## src/rtl/sprite_plot_arbiter.sv

```systemverilog
// Round-robin arbiter that merges the sprite clients' pixel streams onto the single VGA write port.
// A grant lasts for one whole burst. Pixels that fall off-screen are dropped at the output stage.
module sprite_plot_arbiter #(
    parameter int unsigned N_CLIENTS = 3,
    parameter int unsigned X_W       = 8,
    parameter int unsigned Y_W       = 7,
    parameter int unsigned C_W       = 3,
    parameter int unsigned X_MAX     = 159,
    parameter int unsigned Y_MAX     = 119,
    parameter int unsigned HOLD_MAX  = 255
) (
    input  logic                     clk,
    input  logic                     reset_N,
    input  logic [N_CLIENTS-1:0]     req,
    input  logic [N_CLIENTS-1:0]     pix_valid,
    input  logic [N_CLIENTS-1:0]     pix_last,
    input  logic [N_CLIENTS*X_W-1:0] pix_x,
    input  logic [N_CLIENTS*Y_W-1:0] pix_y,
    input  logic [N_CLIENTS*C_W-1:0] pix_colour,
    output logic [N_CLIENTS-1:0]     gnt,
    output logic [X_W-1:0]           vga_x,
    output logic [Y_W-1:0]           vga_y,
    output logic [C_W-1:0]           vga_colour,
    output logic                     vga_plot,
    output logic                     busy,
    output logic                     timeout_err
);

    localparam int unsigned IW = (N_CLIENTS > 1) ? $clog2(N_CLIENTS) : 1;

    typedef enum logic [1:0] {StIdle, StGrant, StRelease} state_e;

    state_e          state_q;
    logic            run_q;
    logic [IW-1:0]   idx_q;
    logic [IW-1:0]   rr_ptr_q;
    logic [7:0]      hold_cnt_q;

    logic            pick_found;
    logic [IW-1:0]   pick_idx;
    logic            cur_req;
    logic            cur_valid;
    logic            cur_last;
    logic [X_W-1:0]  cur_x;
    logic [Y_W-1:0]  cur_y;
    logic [C_W-1:0]  cur_colour;
    logic            on_screen;
    logic            burst_done;
    logic [IW-1:0]   next_ptr;

    // Scan downward so the requester closest to rr_ptr (lowest offset) is the one kept.
    always_comb begin
        int c;
        c          = 0;
        pick_found = 1'b0;
        pick_idx   = '0;
        for (int i = int'(N_CLIENTS) - 1; i >= 0; i--) begin
            c = int'(rr_ptr_q) + i;
            if (c >= int'(N_CLIENTS)) c = c - int'(N_CLIENTS);
            if (req[c]) begin
                pick_found = 1'b1;
                pick_idx   = IW'(c);
            end
        end
    end

    always_comb begin
        cur_req    = req[idx_q];
        cur_valid  = pix_valid[idx_q];
        cur_last   = pix_last[idx_q];
        cur_x      = pix_x[idx_q*X_W +: X_W];
        cur_y      = pix_y[idx_q*Y_W +: Y_W];
        cur_colour = pix_colour[idx_q*C_W +: C_W];
        on_screen  = (cur_x <= X_W'(X_MAX)) && (cur_y <= Y_W'(Y_MAX));
        burst_done = cur_valid && cur_last;
        next_ptr   = (idx_q == IW'(N_CLIENTS - 1)) ? '0 : idx_q + 1'b1;
    end

    always_ff @(posedge clk or negedge reset_N) begin
        if (!reset_N) begin
            state_q     <= StIdle;
            run_q       <= 1'b0;
            idx_q       <= '0;
            rr_ptr_q    <= '0;
            hold_cnt_q  <= '0;
            gnt         <= '0;
            vga_x       <= '0;
            vga_y       <= '0;
            vga_colour  <= '0;
            vga_plot    <= 1'b0;
            busy        <= 1'b0;
            timeout_err <= 1'b0;
        end else begin
            // First edge after reset release only arms the FSM.
            run_q    <= 1'b1;
            vga_plot <= 1'b0;

            if (state_q == StGrant && cur_valid) begin
                vga_x      <= cur_x;
                vga_y      <= cur_y;
                vga_colour <= cur_colour;
                vga_plot   <= on_screen;
            end

            case (state_q)
                StIdle: begin
                    if (run_q && pick_found) begin
                        gnt        <= N_CLIENTS'(1) << pick_idx;
                        idx_q      <= pick_idx;
                        busy       <= 1'b1;
                        hold_cnt_q <= '0;
                        state_q    <= StGrant;
                    end
                end
                StGrant: begin
                    if (hold_cnt_q != 8'hFF) hold_cnt_q <= hold_cnt_q + 8'd1;
                    if (burst_done || !cur_req || hold_cnt_q == 8'(HOLD_MAX)) begin
                        if (!burst_done && cur_req) timeout_err <= 1'b1;
                        gnt      <= '0;
                        busy     <= 1'b0;
                        rr_ptr_q <= next_ptr;
                        state_q  <= StRelease;
                    end
                end
                StRelease: state_q <= StIdle;
                default:   state_q <= StIdle;
            endcase
        end
    end

endmodule
```

## config.mk

```make
export PLATFORM = sky130hd
export DESIGN_NAME = sprite_plot_arbiter
export DESIGN_NICKNAME = d
export VERILOG_FILES = /design/src/rtl/sprite_plot_arbiter.sv
export SDC_FILE = /design/constraint.sdc
export NUM_CORES = 1
export LEC_CHECK = 0
export BUFFER_PORTS_ARGS = -buffer_cell sky130_fd_sc_hd__buf_2
export CAP_MARGIN = 20
export CORE_MARGIN = 2
export CORE_UTILIZATION = 52
export CTS_BUF_LIST = sky130_fd_sc_hd__clkbuf_8 sky130_fd_sc_hd__clkbuf_16
export DETAILED_ROUTE_END_ITERATION = 10
export PLACE_DENSITY = 0.85
export SLEW_MARGIN = 20
export SYNTH_ARGS = -nofsm -noshare
export SYNTH_HDL_FRONTEND = slang
export SYNTH_SLANG_ARGS = --single-unit
```

## constraint.sdc

```tcl
create_clock -name clk -period 3 [get_ports clk]
set_input_delay 0.15 -clock clk [delete_from_list [all_inputs] [get_ports clk]]
set_output_delay 0.15 -clock clk [all_outputs]
set_load 0.01 [all_outputs]
```

# == Word level (Yosys, flattened, before mapping) ==
# Cells that the tools add are included.
# classes
eq_ne,7
shifts,4
n_addsub,7
magnitude_cmp,9
n_reduce_logical,17
multipliers,2
muxes,38
# op_table
op,count
$lt A32 B4 Y1 const B,3
$mux W32,3
$shiftx A24 B6 Y8,1
$shiftx A21 B6 Y7,1
$mux W8,2
$pmux W8 S2,1
$mux W1,15
$bmux W1 S2,6
$mux W2,6
$reduce_and A3 Y1,3
$shiftx A9 B5 Y3,1
$add A8 B1 Y8 const B,1
$eq A8 B8 Y1 const B,1
$le A8 B8 Y1 const B,1
$ne A8 B8 Y1 const B,1
$sub A3 B2 Y4 const B,2
$le A7 B7 Y1 const B,1
$ge A3 B2 Y1 const B,2
$mux W3,2
$pmux W3 S2,1
$reduce_and A2 Y1,3
$logic_and A1 B1 Y1,5
$mul A2 B3 Y5 const B,1
$mul A2 B2 Y4 const B,1
17 further kinds,20
# word_totals
regBits,39
out_inout_bits,24
input_bits,65

# == Longest topological paths before layout ==
# depth
ltp_word,12
ltp_mapped,8
depth_no_buf,7

# == Least setup slack after synthesis ==
# No wires, ideal clock.
# synth_timing
path_type,reg2reg
from,reg rr_ptr_q[0]
to,reg idx_q[0]
period_less_slack_ns,1.853
t_arrival_ns,1.728
path_slack_ns,1.147
required_time_ns,2.875
stages_incl_launch_ff,8
setup_ns,0.125
path_buffers,1
path_cell_list,dfrtp_1 -> inv_1 -> ha_1 -> or2b_1 -> a32oi_1 -> o211a_1 -> buf_6 -> mux2_4
# synth_via
elab_chain_len,11
word_cells_on_any_way,28
# synth_rtl
item,line_no,rtl
from (decl),36,logic [IW-1:0] rr_ptr_q;
from (signal assigned),121,rr_ptr_q <= next_ptr;
$add A2 B2 Y3,58,c = int'(rr_ptr_q) + i;
$sub A3 B2 Y4 / $ge A3 B2 Y1 (equally long branches),59,if (c >= int'(N_CLIENTS)) c = c - int'(N_CLIENTS);
$mux W32,59,
$bmux W1 S2,60,if (req[c]) begin
$mux W1 (not written as such) (2 in series),60,
$mux W1 (3 in series),60,
$logic_and A1 B1 Y1,107,if (run_q && pick_found) begin
$reduce_and A2 Y1 (no line),-,
to (signal assigned),109,idx_q <= pick_idx;
to (decl),35,logic [IW-1:0] idx_q;
# Several ways; a longest one is shown, not always the timed one. The select of a mux whose other input is x is not followed.
# A chain may end at the register's enable or synchronous reset.

# == Final worst setup path ==
# Same ends and word-level chain as after synthesis.

==> results.py <==
metrics = {
    "power": {
        "net-switching-power_mw": 1.02,
        "sequentialPowerShare": 0.344,
        "power_frac_clock": 0.138,
        "max_ir_drop_vdd_mv": 0.411,
        "power_per_cell_area_nw_per_um2": 863,
        "combPwrFrac": 0.517,
        "power.internal_mw": 1.39,
        "power.leakage_nw": 1.41,
        "switching_share": 0.422,
    },
    "worst_setup_path": {
        "timing.critical_path.arrival_ns": 2.28,
        "reg2reg_depth": 6,
        "critPathKind": "flop to flop",
        "cp.required_ns": 3.17,
        "worst-path-max-fanout": 9,
        "cp-start-kind": "flop",
        "crit_path_end_kind": "flop",
    },
    "timing": {
        "timing.final.crit_period_ns": 2.11,
        "aggregate_negative_setup_slack_ns": 0,
        "grt_setup_unrepaired": "false",
        "relSlewSlack": 0.442,
        "timing.fmax_mhz": 473,
        "timing_max_transition_violations_final": 0,
        "worst_pin_slew_ns": 0.837,
        "report.final.setup_viol": 0,
        "finalCritPeriodShare": 0.704,
        "skew_ns": 0.00817,
        "final_hold_viol_count": 0,
    },
    "cells_and_area": {
        "syn_to_final_growth_pct": 24.7,
        "fin_cells": 380,
        "mostFrequentLayoutCell": "buf_2",
        "layout.cells.most_common_list": "88 x buf_2, 39 x dfrtp_1, 33 x nand2_1",
        "drive_above_1_share": 0.333,
        "final_nets": 399,
        "n_antenna_cell": 0,
    },
    "clock_network": {
        "ctsHtreeMaxLevel": 2,
        "cts.repair_timing.setup_buffer_count": 0,
        "clk-insertion-delay-late_ns": 0.28,
        "cts.reportedPaths.clkPinSlew_ns": 0.08,
        "cts_inserted_buffers": 5,
        "clock_sinks": 39,
        "cts_tree": "built",
        "hold_buffers": 1,
        "cts-root-to-sink-buffers": 2,
        "clock-root-buffer": "clkbuf_8",
        "cts_resized": 0,
    },
    "synth": {
        "synth_top_area_frac": 0.437,
        "flop_and_latch_count_out_of_synthesis": 39,
        "synth_cells": 241,
        "mappedNetlistArea_sq_um": 2230,
        "synth-seq-area-share": 0.437,
        "post_synth.cell_area_avg_sq_um": 9.27,
        "cell_types_with_the_largest_area_share_after_synthesis": "dfrtp_1 44%, mux2i_1 9.9%, nand2_1 5.5%",
        "yosysWarnings": 0,
        "post_synth_cell_types": 44,
        "yosys.area.top_type": "dfrtp_1",
        "synth.net_count": 311,
    },
    "placed_design": {
        "io_buffers": 88,
        "routabilityCongestion": 0.811,
        "numPlacedInstances": 371,
        "post-dp-hpwl_mm": 3.75,
    },
    "grt": {
        "grt_antenna_before_repair": 0,
        "grt_busiest_layer": "met2",
        "grt_use_met1": 0.251,
        "global_route.usage.met3": 0.0407,
        "global_route_wire_length_before_repair_mm": 8.24,
        "globalRoute.totalOverflow": 0,
        "grt_use_met2": 0.366,
        "grt_max_degree": 40,
        "grt_pass1_vias": 1901,
        "global_route_usage_over_all_layers": 0.207,
    },
    "min_path": {
        "whs_path_depth": 3,
        "hp-class": "input port to flop",
    },
    "detailed_routing": {
        "route.detailed.drc": 0,
        "first_iter_violations": 70,
        "via_count": 1986,
        "drt_pass1_iterations": 4,
        "avgRoutedWirePerCell_microns": 12.8,
        "routed_wl_mm": 4.87,
        "routed_via_count_divided_by_cell_count": 5.23,
        "residual_antenna_violating_net_count_after_detailed_routing": 0,
    },
    "die": {
        "fp-row-count": 23,
        "fp.dieH_microns": 69.6,
        "initial_core_util": 0.551,
        "fp.dieArea_sq_um": 4840,
        "coreArea_sq_um": 4060,
        "design.portCount": 89,
        "die_x_microns": 69.6,
    },
    "run": {
        "maxCapViolCount": 0,
    },
    "outcome": {
        "outcome": "finished, final reports clean",
    },
}
## critical path, cell delays in order (launching register included)
cell	delay, ns
dfrtp_1	0.40
inv_1	0.08
ha_1	0.28
or2b_1	0.25
a32oi_1	0.30
o211a_1	0.37
mux2_4	0.33
## through the flow
stage	cell area, sq um	hold slack (ns)	worst slack (ns)	total power [mW]	util
2_1_floorplan	2230	-0.146	1.15	1.75	-
3_3_place_gp	2690	0.299	0.978	2.04	0.663
3_5_place_dp	2690	0.315	0.917	2.09	0.663
4_1_cts	2790	0.139	0.911	2.43	0.687
5_1_grt	2790	0.153	0.771	2.62	0.687
6_report	2790	0.151	0.887	2.40	0.687
## power groups by stage
stage                     logic, mW  clock network (mW)  registers [mW]
final                          1.24               0.332           0.828
after global routing           1.39               0.367           0.856
after CTS                      1.26               0.345           0.830
after detailed placement       1.25                   0           0.839
after global placement         1.21                   0           0.830
after floorplan               0.877                   0           0.876
## synthesized netlist by cell type
| library cell | number |
|---|---|
| a21bo_2 | 1 |
| a21o_1 | 2 |
| a21oi_1 | 21 |
| a21oi_2 | 1 |
| a21oi_4 | 1 |
| a221oi_1 | 1 |
| a221oi_2 | 1 |
| a2bb2oi_1 | 1 |
| a32oi_1 | 1 |
| and3_1 | 2 |
| buf_1 | 1 |
| buf_2 | 4 |
| buf_4 | 3 |
| buf_6 | 2 |
| clkbuf_1 | 2 |
| conb_1 | 1 |
| dfrtp_1 | 39 |
| ha_1 | 5 |
| inv_1 | 5 |
| mux2_2 | 2 |
| mux2_4 | 1 |
| mux2i_1 | 22 |
| mux2i_4 | 1 |
| nand2_1 | 33 |
| nand2b_1 | 3 |
| nand3_1 | 2 |
| nand4_1 | 3 |
| nor2_1 | 29 |
| nor2b_1 | 2 |
| nor2b_2 | 1 |
| nor3_1 | 4 |
| nor4_1 | 1 |
| o211a_1 | 1 |
| o211ai_1 | 2 |
| o211ai_2 | 1 |
| o21a_1 | 1 |
| o21ai_0 | 24 |
| o22ai_1 | 1 |
| o2bb2ai_1 | 3 |
| o32ai_1 | 1 |
| or2_2 | 1 |
| or2b_1 | 2 |
| xnor2_1 | 2 |
| xor2_1 | 4 |
## sequential cells by signal (all words and copies together), names as in the netlist
name,count
hold_cnt_q,8
vga_x,8
vga_y,7
gnt,3
vga_colour,3
idx_q,2
rr_ptr_q,2
state_q,2
busy,1
run_q,1
timeout_err,1
vga_plot,1
## path summary, 6_finish.rpt
kind | start | endpoint | slack (ns)
max | rr_ptr_q[0]$_DFFE_PN0P_ | idx_q[0]$_DFFE_PN0P_ | 0.89
min | pix_y[8] | vga_y[1]$_DFFE_PN0P_ | 0.15
max reg2reg | rr_ptr_q[0]$_DFFE_PN0P_ | idx_q[0]$_DFFE_PN0P_ | 0.89
min reg2reg | timeout_err$_DFFE_PN0P_ | timeout_err$_DFFE_PN0P_ | 0.45
max in group asynchronous | reset_N | vga_y[5]$_DFFE_PN0P_ | 1.97
min in group asynchronous | reset_N | busy$_DFFE_PN0P_ | 0.51
## cell families (layout without fill, tap and decap cells)
kind of cell	after synthesis	count (layout)	share of synthesized area
flip-flops	39	39	0.437
buffers and inverters	17	106	0.0426
XOR/XNOR	6	6	0.0235
AND/OR/NAND/NOR	83	83	0.162
other	1	1	0.00168
multiplexers	26	26	0.125
AO/OA/AOI/OAI	64	64	0.180
adder cells (fa/ha/maj)	5	5	0.0280
## final cells by class
class                           count  area (sq um)
Clock buffer                        5          68.8
Fill cell                         324          1270
Inverter                            5          18.8
Timing Repair Buffer               93           480
Tap cell                           50          62.6
Multi-Input combinational cell    185          1160
Clock inverter                      3          16.3
Sequential cell                    39           976
## routing by layer
layer | wire length, microns | up-vias | part of all wire
met5 | 0 | - | 0
met4 | 112 | 0 | 0.023
li1 | - | 1015 | -
met2 | 2500 | 55 | 0.51
met1 | 2060 | 906 | 0.42
met3 | 199 | 10 | 0.041
Note: power is estimated with default switching activity, not from simulation.
